===== src/rtl/card_pkg.sv =====
// Shared card/slot constants, draw FSM states and slot helpers for the deck blocks.
package card_pkg;

    localparam logic [5:0]  CARD_EMPTY = 6'd54;
    localparam int unsigned NUM_SLOTS  = 106;
    localparam int unsigned NUM_KINDS  = 54;
    localparam int unsigned IDX_W      = 7;

    typedef enum logic [1:0] {
        IDLE,
        SCAN,
        DONE
    } state_e;

    // Slots 54..105 hold the second copies of cards 0..51.
    function automatic logic [5:0] slot_to_card(input logic [IDX_W-1:0] slot);
        logic [IDX_W-1:0] c;
        c = (slot < IDX_W'(NUM_KINDS)) ? slot : slot - IDX_W'(NUM_KINDS);
        return c[5:0];
    endfunction

    // Fold the low 7 LFSR bits into the slot range 0..105.
    function automatic logic [IDX_W-1:0] start_index(input logic [15:0] lfsr);
        logic [IDX_W-1:0] s;
        s = lfsr[IDX_W-1:0];
        return (s >= IDX_W'(NUM_SLOTS)) ? s - IDX_W'(NUM_SLOTS) : s;
    endfunction

endpackage


===== src/rtl/lfsr16.sv =====
// Free-running 16-bit Fibonacci LFSR; a zero seed is replaced by 1 to avoid lock-up.
module lfsr16 #(
    parameter logic [15:0] SEED = 16'hACE1
) (
    input  logic        clk,
    input  logic        rst,
    output logic [15:0] state
);

    localparam logic [15:0] SEED_EFF = (SEED == 16'h0000) ? 16'h0001 : SEED;

    logic [15:0] lfsr_q;
    logic [15:0] lfsr_d;

    // Taps 15,13,12,10 shifted in at the bottom.
    always_comb begin
        lfsr_d = {lfsr_q[14:0], lfsr_q[15] ^ lfsr_q[13] ^ lfsr_q[12] ^ lfsr_q[10]};
    end

    // State register, advancing every cycle.
    always_ff @(posedge clk or posedge rst) begin
        if (rst) lfsr_q <= SEED_EFF;
        else     lfsr_q <= lfsr_d;
    end

    assign state = lfsr_q;

endmodule


===== src/rtl/deck_draw_picker.sv =====
// Draws one undrawn slot by scanning a snapshot of the slot map from an LFSR-derived start.
module deck_draw_picker
    import card_pkg::*;
#(
    parameter logic [15:0] SEED = 16'hACE1
) (
    input  logic                 clk,
    input  logic                 rst,
    input  logic                 interboard_rst,
    input  logic                 req,
    input  logic [NUM_SLOTS-1:0] available_card,
    output logic                 busy,
    output logic                 done,
    output logic [5:0]           card,
    output logic                 empty
);

    logic [15:0]          lfsr_state;
    state_e               state_q, state_d;
    logic [NUM_SLOTS-1:0] snap_q, snap_d;
    logic [IDX_W-1:0]     idx_q, idx_d;
    logic                 busy_q, busy_d;
    logic                 done_q, done_d;
    logic [5:0]           card_q, card_d;
    logic                 empty_q, empty_d;
    logic [5:0]           hit_card_q, hit_card_d;
    logic                 hit_empty_q, hit_empty_d;

    // The link abort only cancels the draw; the LFSR keeps running so entropy is not reset.
    lfsr16 #(.SEED(SEED)) u_lfsr (
        .clk   (clk),
        .rst   (rst),
        .state (lfsr_state)
    );

    // Next-state and output logic; the result is staged in hit_* and published with done
    // so card/empty stay stable between done pulses.
    always_comb begin
        state_d     = state_q;
        snap_d      = snap_q;
        idx_d       = idx_q;
        busy_d      = busy_q;
        done_d      = 1'b0;
        card_d      = card_q;
        empty_d     = empty_q;
        hit_card_d  = hit_card_q;
        hit_empty_d = hit_empty_q;

        if (interboard_rst) begin
            state_d     = IDLE;
            snap_d      = '0;
            idx_d       = '0;
            busy_d      = 1'b0;
            card_d      = CARD_EMPTY;
            empty_d     = 1'b0;
            hit_card_d  = CARD_EMPTY;
            hit_empty_d = 1'b0;
        end else begin
            unique case (state_q)
                IDLE: begin
                    // done_q high means this is the done cycle, where req is ignored.
                    if (req && !done_q) begin
                        snap_d = available_card;
                        busy_d = 1'b1;
                        if (available_card == '0) begin
                            hit_card_d  = CARD_EMPTY;
                            hit_empty_d = 1'b1;
                            state_d     = DONE;
                        end else begin
                            idx_d       = start_index(lfsr_state);
                            hit_empty_d = 1'b0;
                            state_d     = SCAN;
                        end
                    end
                end
                SCAN: begin
                    if (snap_q[idx_q]) begin
                        hit_card_d = slot_to_card(idx_q);
                        state_d    = DONE;
                    end else if (idx_q == IDX_W'(NUM_SLOTS - 1)) begin
                        idx_d = '0;
                    end else begin
                        idx_d = idx_q + 1'b1;
                    end
                end
                DONE: begin
                    done_d  = 1'b1;
                    busy_d  = 1'b0;
                    card_d  = hit_card_q;
                    empty_d = hit_empty_q;
                    state_d = IDLE;
                end
                default: state_d = IDLE;
            endcase
        end
    end

    // State and output registers.
    always_ff @(posedge clk or posedge rst) begin
        if (rst) begin
            state_q     <= IDLE;
            snap_q      <= '0;
            idx_q       <= '0;
            busy_q      <= 1'b0;
            done_q      <= 1'b0;
            card_q      <= CARD_EMPTY;
            empty_q     <= 1'b0;
            hit_card_q  <= CARD_EMPTY;
            hit_empty_q <= 1'b0;
        end else begin
            state_q     <= state_d;
            snap_q      <= snap_d;
            idx_q       <= idx_d;
            busy_q      <= busy_d;
            done_q      <= done_d;
            card_q      <= card_d;
            empty_q     <= empty_d;
            hit_card_q  <= hit_card_d;
            hit_empty_q <= hit_empty_d;
        end
    end

    assign busy  = busy_q;
    assign done  = done_q;
    assign card  = card_q;
    assign empty = empty_q;

endmodule


===== config.mk =====
export PLATFORM = sky130hd
export DESIGN_NAME = deck_draw_picker
export DESIGN_NICKNAME = d
export VERILOG_FILES = /design/src/rtl/card_pkg.sv /design/src/rtl/lfsr16.sv /design/src/rtl/deck_draw_picker.sv
export SDC_FILE = /design/constraint.sdc
export NUM_CORES = 1
export LEC_CHECK = 0
export ABC_CLOCK_PERIOD_IN_PS = 11300
export CAP_MARGIN = 15
export CORE_MARGIN = 4
export CORE_UTILIZATION = 59
export CTS_BUF_LIST = sky130_fd_sc_hd__clkbuf_4 sky130_fd_sc_hd__clkbuf_8
export DETAILED_ROUTE_END_ITERATION = 16
export PLACE_DENSITY = 0.88
export RECOVER_POWER = 100
export SETUP_SLACK_MARGIN = 0.15
export SYNTH_ARGS = -nofsm -noshare
export SYNTH_HDL_FRONTEND = slang
export SYNTH_SLANG_ARGS = --single-unit

===== constraint.sdc =====
create_clock -name clk -period 11.3 [get_ports clk]
set_input_delay 2.26 -clock clk [delete_from_list [all_inputs] [get_ports clk]]
set_output_delay 2.26 -clock clk [all_outputs]
set_load 0.05 [all_outputs]

=== Yosys cells after proc, flatten, opt, wreduce, memory -nomap -nowiden ===
Cells that the tools add are included.

* Register bits: 147
* Bits of input ports: 110
* Output and inout port bits: 9
* Word-level logic and storage cells: 77

* Add/sub/neg operators: 3
* $lt $le $gt $ge: 3
* Equality and inequality tests: 8
* Mux-type cells: 36
* Bitwise logic cells: 3
* Reductions and logical operators: 14

{| class="wikitable"
|+ Operators with widths
! cell !! number
|-
| $mux 106 || 3
|-
| $logic_not 106->1 || 1
|-
| $mux 6 || 7
|-
| $mux 7 || 6
|-
| $ne 3x3->1 const B || 5
|-
| $pmux 7 s2 || 1
|-
| $pmux 6 s2 || 1
|-
| $mux 1 || 11
|-
| $lt 7x8->1 const B || 1
|-
| $mux 2 || 4
|-
| $reduce_and 4->1 || 2
|-
| $add 7x1->7 const B || 1
|-
| $bmux 1 s7 || 1
|-
| $eq 7x7->1 const B || 1
|-
| $ge 7x7->1 const B || 1
|-
| $lt 7x6->1 const B || 1
|-
| $sub 7x7->7 const B || 1
|-
| $reduce_and 2->1 || 3
|-
| $reduce_bool 2->1 || 3
|-
| $reduce_bool 3->1 || 2
|-
| $sub 6x6->6 const B || 1
|-
| $pmux 2 s2 || 1
|-
| $xor 1x1->1 || 3
|-
| $eq 2x1->1 const B || 1
|-
| other kinds (5) || 5
|}

=== Longest topological paths before layout ===
* Depth in word-level cells: 6
* Gate-level depth with buffers: 11

=== Cells and area by module ===
Synthesis repeated with hierarchy kept, for this count alone.

* Cells, all modules: 567
* Area total of the unflattened synthesis: 7,091.8 µm²

{| class="wikitable"
|+ By module, submodules not included
! module !! times used !! cells an instance !! area each (µm²) !! seq. area each (µm²)
|-
| deck_draw_picker || 1 || 532 || 6,538.8 || 3,288.2
|-
| lfsr16 || 1 || 35 || 553.0 || 410.4
|}

=== Worst setup path after synthesis ===
No wires, ideal clock.

* Path type: input port to flip-flop
* Start point: input port available_card[7]
* End point: register hit_card_q[0]
* Setup time: 0.146 ns
* Arrival: 3.765 ns
* Setup slack: 7.389 ns
* Stages: 7
* Cell sequence: nor4_1 -> nand4_1 -> nor4_1 -> nand2_1 -> or2_2 -> a31oi_1 -> o22ai_1

* Cells in the longest elaborated chain, start to end: 3

{| class="wikitable"
|+ Ends and longest elaborated chain
! item !! line !! text
|-
| start, declared || deck_draw_picker.sv:11 || <nowiki>input logic [NUM_SLOTS-1:0] available_card,</nowiki>
|-
| $logic_not 106->1 || deck_draw_picker.sv:65 || <nowiki>if (available_card == '0) begin</nowiki>
|-
| $ne 3x3->1 (no source line) || -- ||
|-
| $reduce_and 4->1 (no source line) || -- ||
|-
| end signal, assigned || deck_draw_picker.sv:118 || <nowiki>hit_card_q <= hit_card_d;</nowiki>
|-
| end, declared || deck_draw_picker.sv:26 || <nowiki>logic [5:0] hit_card_q, hit_card_d;</nowiki>
|}

No other way between the ends.
A chain may end at the register's enable or synchronous reset.

=== Worst setup path after layout ===
* Start point: input port interboard_rst
* End point: register snap_q[66]

* Cells in the longest elaborated chain, start to end: 2

{| class="wikitable"
|+ Ends and longest elaborated chain
! item !! line !! text
|-
| start, declared || deck_draw_picker.sv:9 || <nowiki>input logic interboard_rst,</nowiki>
|-
| $reduce_bool 2->1 (no source line) || -- ||
|-
| $reduce_and 2->1 (no source line) || -- ||
|-
| end signal, assigned || deck_draw_picker.sv:112 || <nowiki>snap_q <= snap_d;</nowiki>
|-
| end, declared || deck_draw_picker.sv:20 || <nowiki>logic [NUM_SLOTS-1:0] snap_q, snap_d;</nowiki>
|}

Parallel ways exist; a longest one is shown, timed or not.

==> metrics.md <==
| Metric | Value |
|---|---|
| Result of the run | `finished, violations left` |
| Failing checks | `max-capacitance violations, max-slew violations` |
| Gate power share | `14.3%` |
| Final routed wirelength across all metal layers | `17100 um` |
| Number of inserted diodes | `0` |
| Total of flip-flops plus latches after synthesis | `147` |
| WS Path Type | `in -> reg` |
| Overall die height | `117 um` |
| Gate count of the mapped netlist | `543` |
| CTS-repair resized insts | `0` |
| Top cell type's share of synthesized area | `between 40 and 50%` |
| GPL Wtd Cong | `between 0.8 and 0.9` |
| Endpoint of the most critical register-to-register path | `snap_q[66]$_DFFE_PP0P_` |
| Switching part of the total power | `about a quarter` |
| # Post-CTS Setup Buffers | `0` |
| Number of maximum-capacitance constraint violations | `2` |
| Setup violators final | `0` |
| DRC marker count from the first detailed-route iteration | `approximately 470` |
| Post-detailed-route wirelength per cell | `21.4 um` |
| Proportion of power drawn by flip-flops and latches | `50.7%` |
| Hold Startpoint | `u_lfsr.state[14]$_DFF_PP0_` |
| Maximum number of pins on one net before global-route repair | `108` |
| Worst R2R Path Depth | `5` |
| Worst hold slack across all endpoints | `about 0.36 ns` |
| Worst Hold Depth | `0` |
| Reported leakage power | `0.00367 uW` |
| Final Hold Vio Count | `0` |
| Area growth from synthesis to layout | `20.7%` |
| First-pass iteration count of the detailed router | `5` |
| Placeable core region | `11500 um2` |
| Dominant cell type by area after synthesis | `sky130_fd_sc_hd__dfrtp_1` |
| Cell area after placement | `between 8000 and 9000 um2` |
| Psw | `297 uW` |
| Critical Path Start Type | `primary input` |
| Via count of the first global-routing pass | `~5200` |
| Worst-Margin Slew | `4.55 ns` |
| Effective utilization at floorplan | `60.7%` |
| Top FF cell, synth | `sky130_fd_sc_hd__dfrtp_1` |
| # nets final | `757` |
| Clock latency reported for the late side of the worst-skew pair | `0.45 ns` |
| Root buffer selected by CTS | `sky130_fd_sc_hd__clkbuf_8` |
| Clock sink count | `between 100 and 150` |
| Maximum vdd drop | `~0.000072 V` |
| RSZ-0062 raised after global routing | `false` |
| Syn. warnings | `0` |
| Top library cells by usage in the layout, fill and taps aside | `sky130_fd_sc_hd__dfrtp_1 (131), sky130_fd_sc_hd__a22o_1 (106), sky130_fd_sc_hd__clkdlybuf4s50_1 (106)` |
| Antenna-violating nets left | `0` |
| Ratio of total power to cell area | `133 nW/um2` |
| Input/output buffers | `around 120` |
| Leftover overflow at the end of global routing | `0` |
| Cell row count | `39` |
| Grt met1 use | `approximately 36%` |
| Met3 Track Usage GR | `5.24%` |
| Number of flops mapped to enable cells by yosys | `0` |
| Vias | `5253` |
| Maximum net fanout on the critical path | `between 100 and 150` |
| Synthesized area divided by synthesized cell count | `12.9 um2` |
| H-tree depth | `4` |
| Post-synthesis cell type count | `62` |
| Hold Path Class | `reg -> reg` |
| Count of hold-fix buffers inserted at cts | `0` |
| Time the final worst path needs with I/O delays and setup | `6.72 ns` |
| Chip Width | `117 um` |
| Top achievable clock speed | `~0.15 GHz` |
| Clk network pwr share | `35.0%` |
| Met2 global-route usage | `40.5%` |
| HPWL Detailed | `11800 um` |
| Endpoint required time on the critical path | `11.67 ns` |
| CTS Buffer Depth | `2` |
| Number of filler instances in the final layout | `740` |
| Proportion of layout cells with a drive suffix above 1 | `a little over a tenth` |
| Sequential cell area fraction in the yosys report | `approximately 53%` |
| Total Routing Usage GR | `between 20% and 30%` |
| Reg-to-reg critical path startpoint | `state_q[0]$_DFFE_PP0P_` |
| Top-level I/O count | `119` |
| Number of clock buffers inserted by TritonCTS | `17` |
| Largest clock skew in the final design | `0.0143 ns` |
| Arrival time of the worst setup path | `7.09 ns` |
| Area of the die | `~14000 um2` |
| CTS tree | `yes` |
| # DRC | `0` |
| Relative max-transition margin | `-203%` |
| Final max-slew violation count | `approximately 170` |
| Via-to-Cell Ratio | `6.57` |
| Synthesized Nets | `657` |
| Final cycle utilization of the critical path | `59.5%` |
| Post-synthesis instance area | `6990 um2` |
| WHS Endpoint | `u_lfsr.state[15]$_DFF_PP1_` |
| Overall Power | `1120 uW` |
| Antenna violations before repair | `0` |
| Register-to-register setup slack | `6.55 ns` |
| CTS clock-pin slew for the worst setup and hold paths | `0.08 ns` |
| Post-route standard cell area excluding fillers | `8440 um2` |
| Fraction of registers with async set/reset | `100%` |
| Aggregate negative setup slack | `0 ns` |
| Fin cells | `799` |
| Sort of element at the end of the critical path | `flip-flop` |
| Largest cells by area after synthesis | `sky130_fd_sc_hd__dfrtp_1 (47%), sky130_fd_sc_hd__a22o_1 (13%), sky130_fd_sc_hd__dfstp_2 (6.0%), sky130_fd_sc_hd__mux4_1 (5.6%), sky130_fd_sc_hd__mux2i_1 (2.7%)` |
| First-pass GRT wire length | `27000 um` |
| Cell Int Power | `827 uW` |
| Cell Count Post-Placement | `767` |
| GRT busiest layer | `met2` |
| Most common cell after layout, fill and taps aside | `sky130_fd_sc_hd__dfrtp_1` |
power by group through the flow:
stage | Clock (uW) | Combinational [uW] | Sequential, uW
floorplan | 0 | 95.9 | 576
global placement | 0 | 155 | 577
detailed placement | 0 | 158 | 579
CTS | 397 | 159 | 569
global route | 423 | 172 | 572
finish | 394 | 160 | 570
registers in the layout (all words and copies together) (netlist names):
| signal | count |
|---|---|
| snap_q | 106 |
| state_q | 2 |
| hit_card_q | 6 |
| card | 6 |
| u_lfsr.state | 16 |
| busy | 1 |
| idx_q | 7 |
| empty | 1 |
| hit_empty_q | 1 |
| done | 1 |
cell usage after synthesis, drive strengths merged (3+ instances only):
cell and number:
nand3 15, xnor2 7, a22o 106, clkbuf 28, nor2b 5, nand2 30
dfrtp 131, mux2i 19, mux2 7, xor2 4, a21oi 12, buf 15
o22a 4, o21ai 6, inv 9, nor2 18, mux4 22, nor4 28
dfstp 16, ha 4, o211ai 3, a22oi 5, a31oi 5, nand4 6
through the flow:
| step | utilization [%] | setup slack, ns |
|---|---|---|
| finish | 73.3 | 4.58 |
| global route | 73.3 | 4.27 |
| CTS | 73.6 | 6.54 |
| detailed placement | 70.3 | 6.10 |
| global placement | 70.3 | 6.19 |
| floorplan | - | 5.12 |
cells by family (layout without fill, tap and decap cells):
group | Yosys count | in the layout | synth area share (%)
fa+ha+maj | 4 | 4 | 0.716
buf+inv | 54 | 167 | 5.19
flops | 147 | 147 | 52.9
compound gates | 159 | 159 | 18.7
xor+xnor | 11 | 11 | 1.38
mux | 48 | 48 | 12.0
simple gates | 120 | 120 | 9.09
worst max-delay path, cell delays in order:
cell,delay [ns]
sky130_fd_sc_hd__dlygate4sd3_1,0.81
sky130_fd_sc_hd__nor3_1,0.29
sky130_fd_sc_hd__clkbuf_1,3.20
sky130_fd_sc_hd__a22o_1,0.43
how the worst max path moves through the flow:
stage / startpoint / endpoint / slack [ns] / cells after the start
after floorplan: rst / busy$_DFFE_PP0P_ / 5.12 / 1
final: interboard_rst / snap_q[66]$_DFFE_PP0P_ / 4.58 / 4
after global placement: available_card[44] / hit_card_q[0]$_DFFE_PP0P_ / 6.19 / 8
after CTS: available_card[44] / hit_card_q[0]$_DFFE_PP0P_ / 6.54 / 8
after detailed placement: available_card[44] / hit_card_q[0]$_DFFE_PP0P_ / 6.10 / 8
after global routing: interboard_rst / snap_q[92]$_DFFE_PP0P_ / 4.27 / 4
layout make-up:
class / count / area, um2 / share of cell area [%]
sequential: 147 / 3700 / 43.8
multi-input combinational: 342 / 2920 / 34.6
timing repair buffer: 124 / 1220 / 14.5
clock buffer: 20 / 275 / 3.26
tap: 143 / 179 / 2.12
clock inverter: 12 / 104 / 1.23
inverter: 11 / 42.5 / 0.504
layer usage:
layer  vias up  routed length, um
met4         0                445
met5         -                  0
met1      2623               7220
met3        37               1170
li1       2322                  -
met2       271               8230
(Power assumes the default switching activity.)
